===== src/rtl/instr_fetch.sv =====
// rtl/instr_fetch.sv - fetch front end: PC, reset/illop/interrupt vectors, 2-entry fetch buffer
module instr_fetch #(
  parameter logic [31:0] RESET_ADDR = 32'd0,
  parameter logic [31:0] ILLOP_ADDR = 32'd504,
  parameter logic [31:0] XADR_ADDR  = 32'd508,
  parameter int          IMEM_BYTES = 512
) (
  input  logic        clk,
  input  logic        rst,
  output logic [31:0] pc,
  input  logic [31:0] id,
  output logic [31:0] ir,
  output logic [31:0] ir_pc,
  output logic [31:0] ir_link,
  output logic        ir_valid,
  input  logic        ir_ready,
  input  logic        redirect_valid,
  input  logic [31:0] redirect_addr,
  input  logic        illop,
  input  logic        irq,
  output logic [31:0] xp,
  output logic        xp_valid
);

  localparam logic [31:0] ADDR_MASK = 32'(IMEM_BYTES - 1) & ~32'd3;

  function automatic logic [31:0] fix_addr(input logic [31:0] a);
    return a & ADDR_MASK;
  endfunction

  localparam logic [31:0] RESET_PC = RESET_ADDR & ADDR_MASK;
  localparam logic [31:0] ILLOP_PC = ILLOP_ADDR & ADDR_MASK;
  localparam logic [31:0] XADR_PC  = XADR_ADDR & ADDR_MASK;

  typedef enum logic [1:0] {
    EV_NORMAL,
    EV_ILLOP,
    EV_IRQ,
    EV_REDIRECT
  } fetch_event_e;

  logic [31:0] pc_q, pc_d;
  logic [1:0]  count_q, count_d;
  logic [31:0] ent_ir_q [2];
  logic [31:0] ent_pc_q [2];
  logic [31:0] ent_ir_d [2];
  logic [31:0] ent_pc_d [2];
  logic [31:0] xp_q, xp_d;
  logic        xp_valid_q, xp_valid_d;
  logic        irq_block_q, irq_block_d;

  fetch_event_e ev;
  logic         pop;
  logic         push;
  logic         wr_slot;
  logic [31:0]  redirect_target;

  assign pc       = pc_q;
  assign ir       = ent_ir_q[0];
  assign ir_pc    = ent_pc_q[0];
  assign ir_link  = fix_addr(ent_pc_q[0] + 32'd4);
  assign ir_valid = (count_q != 2'd0);
  assign xp       = xp_q;
  assign xp_valid = xp_valid_q;

  assign pop             = ir_valid && ir_ready;
  assign push            = (count_q != 2'd2) || pop;
  assign redirect_target = fix_addr(redirect_addr);
  // After a pop the surviving entry moves to slot 0, so the new entry lands behind it.
  assign wr_slot         = ((count_q - {1'b0, pop}) != 2'd0);

  always_comb begin
    ev = EV_NORMAL;
    if (illop && ir_valid) begin
      ev = EV_ILLOP;
    end else if (irq && ir_valid && !irq_block_q) begin
      ev = EV_IRQ;
    end else if (redirect_valid) begin
      ev = EV_REDIRECT;
    end
  end

  always_comb begin
    pc_d        = pc_q;
    count_d     = count_q;
    ent_ir_d[0] = ent_ir_q[0];
    ent_ir_d[1] = ent_ir_q[1];
    ent_pc_d[0] = ent_pc_q[0];
    ent_pc_d[1] = ent_pc_q[1];
    xp_d        = xp_q;
    xp_valid_d  = 1'b0;
    irq_block_d = irq_block_q;

    case (ev)
      EV_ILLOP: begin
        pc_d        = ILLOP_PC;
        count_d     = 2'd0;
        xp_d        = ir_link;
        xp_valid_d  = 1'b1;
        irq_block_d = 1'b1;
      end
      EV_IRQ: begin
        pc_d        = XADR_PC;
        count_d     = 2'd0;
        xp_d        = ir_pc;
        xp_valid_d  = 1'b1;
        irq_block_d = 1'b1;
      end
      EV_REDIRECT: begin
        pc_d    = redirect_target;
        count_d = 2'd0;
        // A jump back below the vector area is the handler's return.
        if (redirect_target < ILLOP_PC) begin
          irq_block_d = 1'b0;
        end
      end
      default: begin
        if (pop) begin
          ent_ir_d[0] = ent_ir_q[1];
          ent_pc_d[0] = ent_pc_q[1];
        end
        if (push) begin
          ent_ir_d[wr_slot] = id;
          ent_pc_d[wr_slot] = pc_q;
          pc_d              = fix_addr(pc_q + 32'd4);
        end
        count_d = count_q + {1'b0, push} - {1'b0, pop};
      end
    endcase
  end

  always_ff @(posedge clk) begin
    if (rst) begin
      pc_q        <= RESET_PC;
      count_q     <= 2'd0;
      ent_ir_q[0] <= 32'd0;
      ent_ir_q[1] <= 32'd0;
      ent_pc_q[0] <= 32'd0;
      ent_pc_q[1] <= 32'd0;
      xp_q        <= 32'd0;
      xp_valid_q  <= 1'b0;
      irq_block_q <= 1'b0;
    end else begin
      pc_q        <= pc_d;
      count_q     <= count_d;
      ent_ir_q[0] <= ent_ir_d[0];
      ent_ir_q[1] <= ent_ir_d[1];
      ent_pc_q[0] <= ent_pc_d[0];
      ent_pc_q[1] <= ent_pc_d[1];
      xp_q        <= xp_d;
      xp_valid_q  <= xp_valid_d;
      irq_block_q <= irq_block_d;
    end
  end

endmodule


===== config.mk =====
export PLATFORM = sky130hd
export DESIGN_NAME = instr_fetch
export DESIGN_NICKNAME = d
export VERILOG_FILES = /design/src/rtl/instr_fetch.sv
export SDC_FILE = /design/constraint.sdc
export NUM_CORES = 1
export LEC_CHECK = 0
export BUFFER_PORTS_ARGS = -buffer_cell sky130_fd_sc_hd__buf_4
export CAP_MARGIN = 25
export CORE_ASPECT_RATIO = 0.6
export CORE_UTILIZATION = 50
export CTS_BUF_LIST = sky130_fd_sc_hd__clkbuf_2
export CTS_CLUSTER_DIAMETER = 100
export DETAILED_ROUTE_END_ITERATION = 10
export PLACE_DENSITY = 0.83
export SYNTH_ARGS = -nofsm -noshare
export SYNTH_HDL_FRONTEND = slang
export SYNTH_SLANG_ARGS = --single-unit

===== constraint.sdc =====
create_clock -name clk -period 4 [get_ports clk]
set_clock_uncertainty 0.05 [all_clocks]
set_input_delay 0.6 -clock clk [delete_from_list [all_inputs] [get_ports clk]]
set_output_delay 0.6 -clock clk [all_outputs]
set_load 0.05 [all_outputs]

==> results summary, run 1 <==
The layout overhead on the synthesized area came out at 11.07%. The count of flip-flops with a built-in enable after synthesis came out at 0. The count of input and output buffers came out at 156. The proportion of power drawn by combinational gates is 23.2%. The post-detailed-route wirelength per cell came out at around 16 um. IR analysis of the VDD net gives a maximum drop of 207.3 uV. By instance count, the leading cell after synthesis is dfxtp_1. The depth of the worst register-to-register path is 5.

Counting every instance in the synthesized netlist gives 893. During I/O placement, the number of pins put on the boundary was 232. The total via count in the routed design is 6438. The kind of start point of the critical path is a register.

After synthesis, the largest area contributor takes up between 40 and 50% of total cell area. The slack of the worst reg-to-reg path came out at 1.20 ns. Of the total power, the share spent switching nets is 37.59%. In the final timing run, aggregate negative setup slack is 0 ns. The fraction of layout cells with a size suffix above 1 came out at 21.91%. The ratio of total power to cell area is 424.6 mW/mm^2. The via count of the first global-routing pass is 6074. The total count of hold-check failures in the final report is 0. Cells fill 57.91% of the core in the end. For this design the static power due to leakage is 3.335 nW. The post-detailed-route via-to-cell ratio is 5.545.

The Yosys warning count is 0. The worst register-to-register path begins at count_q[1]. The number of standard cells in the layout, taps in and fillers out is about 1200.

TritonCTS built the clock tree. After clock tree synthesis, the clock-pin slew on the worst setup and hold paths is 0.28 ns. The half-perimeter wire length after detailed placement is 12540 um.

The arrival time of the worst setup path came out at 2.21 ns. Following the worst setup path forward leads to its endpoint at ir_link[8]. The share of the Yosys chip area taken by registers is 44.61%. The net count of the finished layout is between 1000 and 1500. The share of the clock period used by the worst path is 71.41%. The final max-slew violation count is 0.

The part of the total power dissipated in sequential elements is 51.3%. The clock passes through at most 2 buffers. The global-route wire length before repair is a little over 30000 um.

The achievable frequency came out at ~350 MHz. The later-pin clock latency in the skew report came out at ~0.70 ns. After synthesis, the most frequently instantiated cells are dfxtp_1, buf_4, nand2_1. The detailed router's first-iteration violation count came out at 606. The number of distinct library cell variants in the gate-level netlist after synthesis came out at 44.

The antenna diode count is 0. The die is 97.96 um tall. The placed instance count is 1125. The routability-driven placement congestion ratio came out at between 0.8 and 0.9. The max-cap violation count came out at 0. The pin count of the biggest net entering global routing came out at about 100. The class of the worst hold path is input port to register. The chip width came out at 161.9 um. Global routing used 24.36% of the available tracks. The final critical-path required period came out at 2.856 ns. In this run the critical register-to-register path is captured at ent_pc_q[0][47].

The synthesized design spends more area on one cell type than any other, namely dfxtp_1. The remaining routing DRC violations came out at 0. The normalized max-slew margin came out at 31.45%. The core footprint is 0.01472 mm^2. After global routing the overflow that remains totals 0. The initial standard-cell utilization of the core came out at between 50% and 60%. The total internal power is 2.259 mW. The initial antenna violation count came out at 0. Setup repair after global routing left no endpoint under its margin. The launch point of the worst path is ent_pc_q[0][2]. A synthesized cell averages 8.593 um^2.

The clock net sink count came out at 171. The number of buffers created by CTS came out at 17. The clock network fraction of design power came out at around 26%. The flow ran to the end, and the final reports show no timing, DRC or antenna violations. The site row count came out at 34. The synthesized design contains 171 register bits.

The number of levels in the clock H-tree came out at 4. Sorting the synthesized cells by area gives the leading types as dfxtp_1, buf_4, nand2_1. The switching component of the power is 1.360 mW. The first-pass detailed-route iteration total came out at 5.

Setup violations remaining at the end of the flow were counted as 0. The post-synthesis instance area is approximately 0.0077 mm^2. The clock tree root buffer cell is clkbuf_2. The proportion of register bits with asynchronous set or reset after synthesis is 0%. The filler cell count is 1323.

The worst setup path is captured at a primary output. The final wirelength is 19010 um. Of all nets on the critical path, the largest fanout is 8. The required time at the endpoint of the critical path is 3.35 ns. The slew at the pin closest to its max-slew limit came out at between 1 and 1.5 ns. The die covers approximately 0.016 mm^2.

The worst setup path is of the register to primary output kind. The number of antenna-violating nets in the routed design came out at 0. The post-cts gate resize count came out at 0. The prevailing post-synth register cell is dfxtp_1.
==> placed cells by master, fill, tap and decap left out, types with 5 or more instances in the layout <==
cell,Yosys,layout
nor2_1,49,48
mux2i_1,39,39
clkinvlp_4,0,5
o2111ai_1,6,6
nand2_1,117,116
dfxtp_1,171,171
clkbuf_2,0,18
a311oi_1,32,32
a211oi_1,6,6
conb_1,1,50
o21ai_0,62,62
o31ai_1,6,6
xnor2_1,6,6
buf_4,117,167
inv_1,6,5
a22oi_1,28,28
and2_1,26,26
nand3_1,41,41
nand2b_1,9,9
a21oi_1,38,38
nor3_1,34,33
xor2_1,5,5
==> critical path, stage by stage (launching register included) <==
cell     delay, ns
dfxtp_1       0.60
ha_1          0.30
nand2_1       0.11
nor2_1        0.14
xor2_1        0.15
buf_4         0.22
==> area by class of cell <==
cell class	count	area (um^2)	share of cell area [%]
multi-input cells	582	3279	38.48
clock buffers	18	90.09	1.057
repair buffers	171	1299	15.24
clock inverters	14	157.7	1.850
well taps	198	247.7	2.907
flip-flops and latches	171	3423	40.16
inverters	7	26.28	0.3083
==> stage by stage <==
step	power, mW	cell area [um^2]	setup slack (ns)	hold slack (ns)
2_1_floorplan	2.575	7858	1.756	0.3796
3_3_place_gp	2.698	8230	1.091	0.3902
3_5_place_dp	2.715	8230	1.063	0.3925
4_1_cts	3.632	8478	1.128	0.001443
5_1_grt	3.783	8523	0.9648	0.0009794
6_report	3.619	8523	1.144	0.06905
==> cells by family (layout without fill, tap and decap cells) <==
| kind of cell | after synthesis | in the layout | synth area share [%] |
|---|---|---|---|
| AO/OA/AOI/OAI | 191 | 191 | 16.27 |
| XOR/XNOR | 11 | 11 | 1.255 |
| adder cells (fa/ha/maj) | 2 | 2 | 0.3261 |
| buffers and inverters | 189 | 210 | 15.29 |
| flip-flops | 171 | 171 | 44.61 |
| multiplexers | 39 | 39 | 5.087 |
| other | 1 | 50 | 0.04887 |
| AND/OR/NAND/NOR | 289 | 289 | 17.10 |
==> how the worst min path moves through the flow <==
| stage | to | slack (ns) | startpoint | cells past startpoint |
|---|---|---|---|---|
| after floorplan | register | 0.38 | register | 2 |
| after global placement | xp[4] | 0.39 | xp[4] | 2 |
| after detailed placement | ent_pc_q[0][1] | 0.39 | ent_pc_q[0][33] | 2 |
| after CTS | register | 0.001 | id[4] | 3 |
| after global routing | register | 0.001 | id[29] | 3 |
| final | register | 0.07 | id[29] | 3 |
==> routing by layer <==
layer	GRT usage [%]	wire (um)	up-vias
li1	-	-	3058
met1	35.85	8955	3047
met2	36.18	8322	317
met3	4.588	1619	16
met4	6.676	111	0
met5	0	0	-
==> power by group through the flow <==
stage	Clock, mW	Sequential (mW)	Combinational (mW)
floorplan	0	1.90	0.675
global placement	0	1.88	0.815
detailed placement	0	1.89	0.829
CTS	0.947	1.86	0.829
global route	1.03	1.87	0.888
finish	0.922	1.86	0.840
==> repair_timing <==
item | CTS | global route
buffers inserted | 0 | 0
hold endpoints to repair | 0 | 3
hold buffers | 0 | 3
Note: power is estimated with default switching activity, not from simulation.
==> run 2, diff against run 1 <==
==> constraint.sdc (replaced) <==
create_clock -name clk -period 2.95 [get_ports clk]
set_clock_uncertainty 0.05 [all_clocks]
set_input_delay 0.4425 -clock clk [delete_from_list [all_inputs] [get_ports clk]]
set_output_delay 0.4425 -clock clk [all_outputs]
set_load 0.05 [all_outputs]
==> results summary, run 2 (synthesized netlist as in run 1, its figures left out) <==
The static power due to leakage came out at 3.535 nW. The total non-filler cell area in the finished layout came out at 0.008932 mm^2. The cell sitting at the root of the clock tree is a clkbuf_2. The via count of the first global-routing pass is just over 6000. For this design the top-level I/O count stands at 232. The later-pin clock latency in the skew report came out at 0.73 ns. The proportion of power drawn by combinational gates came out at about a quarter. The setup path with the least slack is of type register to primary output. Gates resized during post-CTS repair numbered 0. The die extent in y is 97.96 um.

The buffer levels on the longest clock path came out at 2. Setup repair after global routing left no endpoint under its margin. The net count of the finished layout is 1065.

The filler cell count is 1263. The site row count came out at 34. The initial antenna violation count came out at 0. The standard cell area after detailed placement is roughly 0.0083 mm^2. The clock network fraction of design power is 24.7%. The max-cap violation count came out at 0.

The detailed router's first-iteration violation count is 587. After detailed routing, the average wire length per cell comes to 16.29 um. The flow ran to the end, and the final reports show no timing, DRC or antenna violations. After detailed routing, the total wire length is 19610 um. The required time at the endpoint of the critical path is 2.46 ns. The number of buffers and inverters on the critical path is 1. The most common cell after layout, fill and taps aside is buf_4. The family of cells with the greatest summed delay on the critical path is flip-flops.

The normalized max-slew margin came out at 28.72%. The initial standard-cell utilization of the core is 52.13%. The count of input and output buffers is about 160.

The post-detailed-route via-to-cell ratio is 5.478. Setup slack on the critical path of the routed design comes to 0.2579 ns. The slew at the pin closest to its max-slew limit came out at 1.066 ns.

Setup violations remaining at the end of the flow were counted as 0. The final max-slew violation count is 0. Compared with the post-synthesis result, the final layout area differs by 16.40%. For this run the aggregate overflow at the end of global routing stands at 0. The biggest fanout along the worst timing path came out at 8. The chip width is 161.9 um. The routability-driven placement congestion ratio is 0.8756. The multi-input gate area in the final layout came out at about 0.0033 mm^2. The overall die area came out at around 0.016 mm^2. The number of antenna-violating nets in the routed design came out at 0. In the final layout, the share of cells above drive strength 1 is 21.57%. The part of the total power dissipated in sequential elements is 51.1%. The number of clock buffers added by TritonCTS is 17. The wire-length estimate of the detail-placed layout is between 10000 and 15000 um. The global-route wire length before repair came out at 31270 um.

For the finished layout, the period the worst path requires is 2.692 ns. Internal power comes to 3.037 mW. Among all stages on the critical path, the largest delay is contributed by dfxtp_1.

Traced cell by cell, the critical path runs through ha_1 > nand2_1 > nor2_1 > xor2_1 > buf_4. The endpoint class of the critical path is a primary output. The class of the worst hold path is input port to register. The minimum setup slack after placement is 0.4042 ns. The switching power as a share of total power is roughly two fifths. The antenna diode count is 0. For this run, design rule violations remaining after detail routing come to 0. The number of levels in the clock H-tree is 4. The worst-case IR drop observed on VDD is 395.9 uV. The clock edge transition at the registers on the reported setup and hold paths is 0.28 ns. The first-pass detailed-route iteration total came out at 6.

The footprint of the flip-flops and latches came out at 0.003423 mm^2. The core footprint came out at between 0.01 and 0.015 mm^2. The detailed router placed 6595 vias in this run.

The worst setup path is launched from a register. The worst stage delay on the critical path is approximately 0.58 ns. Summed over all nets, the switching power comes to 1.891 mW. The clock tree from TritonCTS is yes. The tree built by TritonCTS fans out to 171 sinks. Entering global routing, the biggest net connects 52 pins. The ratio of total power to cell area is 551.7 mW/mm^2. The arrival time of the worst setup path came out at 2.20 ns. For this run, the total global-route usage over all layers was measured as 24.56%. In the layout the commonest cells are buf_4, dfxtp_1, nand2_1.

The achievable frequency is 371.5 MHz. The total count of hold-check failures in the final report is 0. Adding up every negative setup slack in the final design gives 0 ns. Dividing the final minimum period by the clock period gives 91.26%.
## run 2: timing repair
action	in CTS	in global routing
endpoints found under the hold margin	53	0
buffers inserted	0	0
hold buffers	39	0
## run 2: path summary, 6_finish.rpt
path | start | end | slack, ns | cells past startpoint
worst min-delay path | redirect_addr[4] | pc[4] | 0.07 | 4
worst min register to register | ent_pc_q[0][46] | ent_pc_q[0][14] | 0.40 | 2
worst max register to register | count_q[1] | register | 0.36 | 5
worst max-delay path | ent_pc_q[0][2] | ir_link[8] | 0.26 | 5
## run 2: power groups by stage
stage               logic [mW]  registers, mW  clock network, mW
floorplan                0.915           2.58                  0
global placement          1.12           2.55                  0
detailed placement        1.14           2.56                  0
finish                    1.19           2.52               1.22
global route              1.26           2.53               1.35
CTS                       1.18           2.52               1.25
## run 2: cell type report
class,count,area share (%)
Sequential cell,171,38.32
Timing Repair Buffer,214,19.22
Inverter,7,0.2942
Tap cell,198,2.774
Clock buffer,17,0.9525
Clock inverter,15,1.723
Multi-Input combinational cell,582,36.71
## run 2: through the flow
step / hold slack (ns) / power (mW) / util, % / std cells
floorplan: 0.3796 / 3.491 / - / 942
global placement: 0.3885 / 3.677 / 56.41 / 1133
detailed placement: 0.3931 / 3.696 / 56.41 / 1133
CTS: 0.02066 / 4.943 / 60.69 / 1204
global route: 0.01087 / 5.144 / 60.69 / 1204
finish: 0.07155 / 4.928 / 60.69 / 1204
## run 2: metal layers
metal	routed length, um	vias to the layer above	global-route usage (%)
met4	201	0	6.749
li1	-	3138	-
met5	0	-	0
met2	8448	321	37.11
met3	1564	19	4.715
met1	9398	3117	35.59
## run 2: worst reg2reg max path, delay by kind of cell, from the launching register on
family,cells,cell delay [ns]
AOI/OAI and AO/OA,1,0.38
buffers and inverters,1,0.55
DFF,1,0.57
muxes,1,0.27
and+or+nand+nor,2,0.71
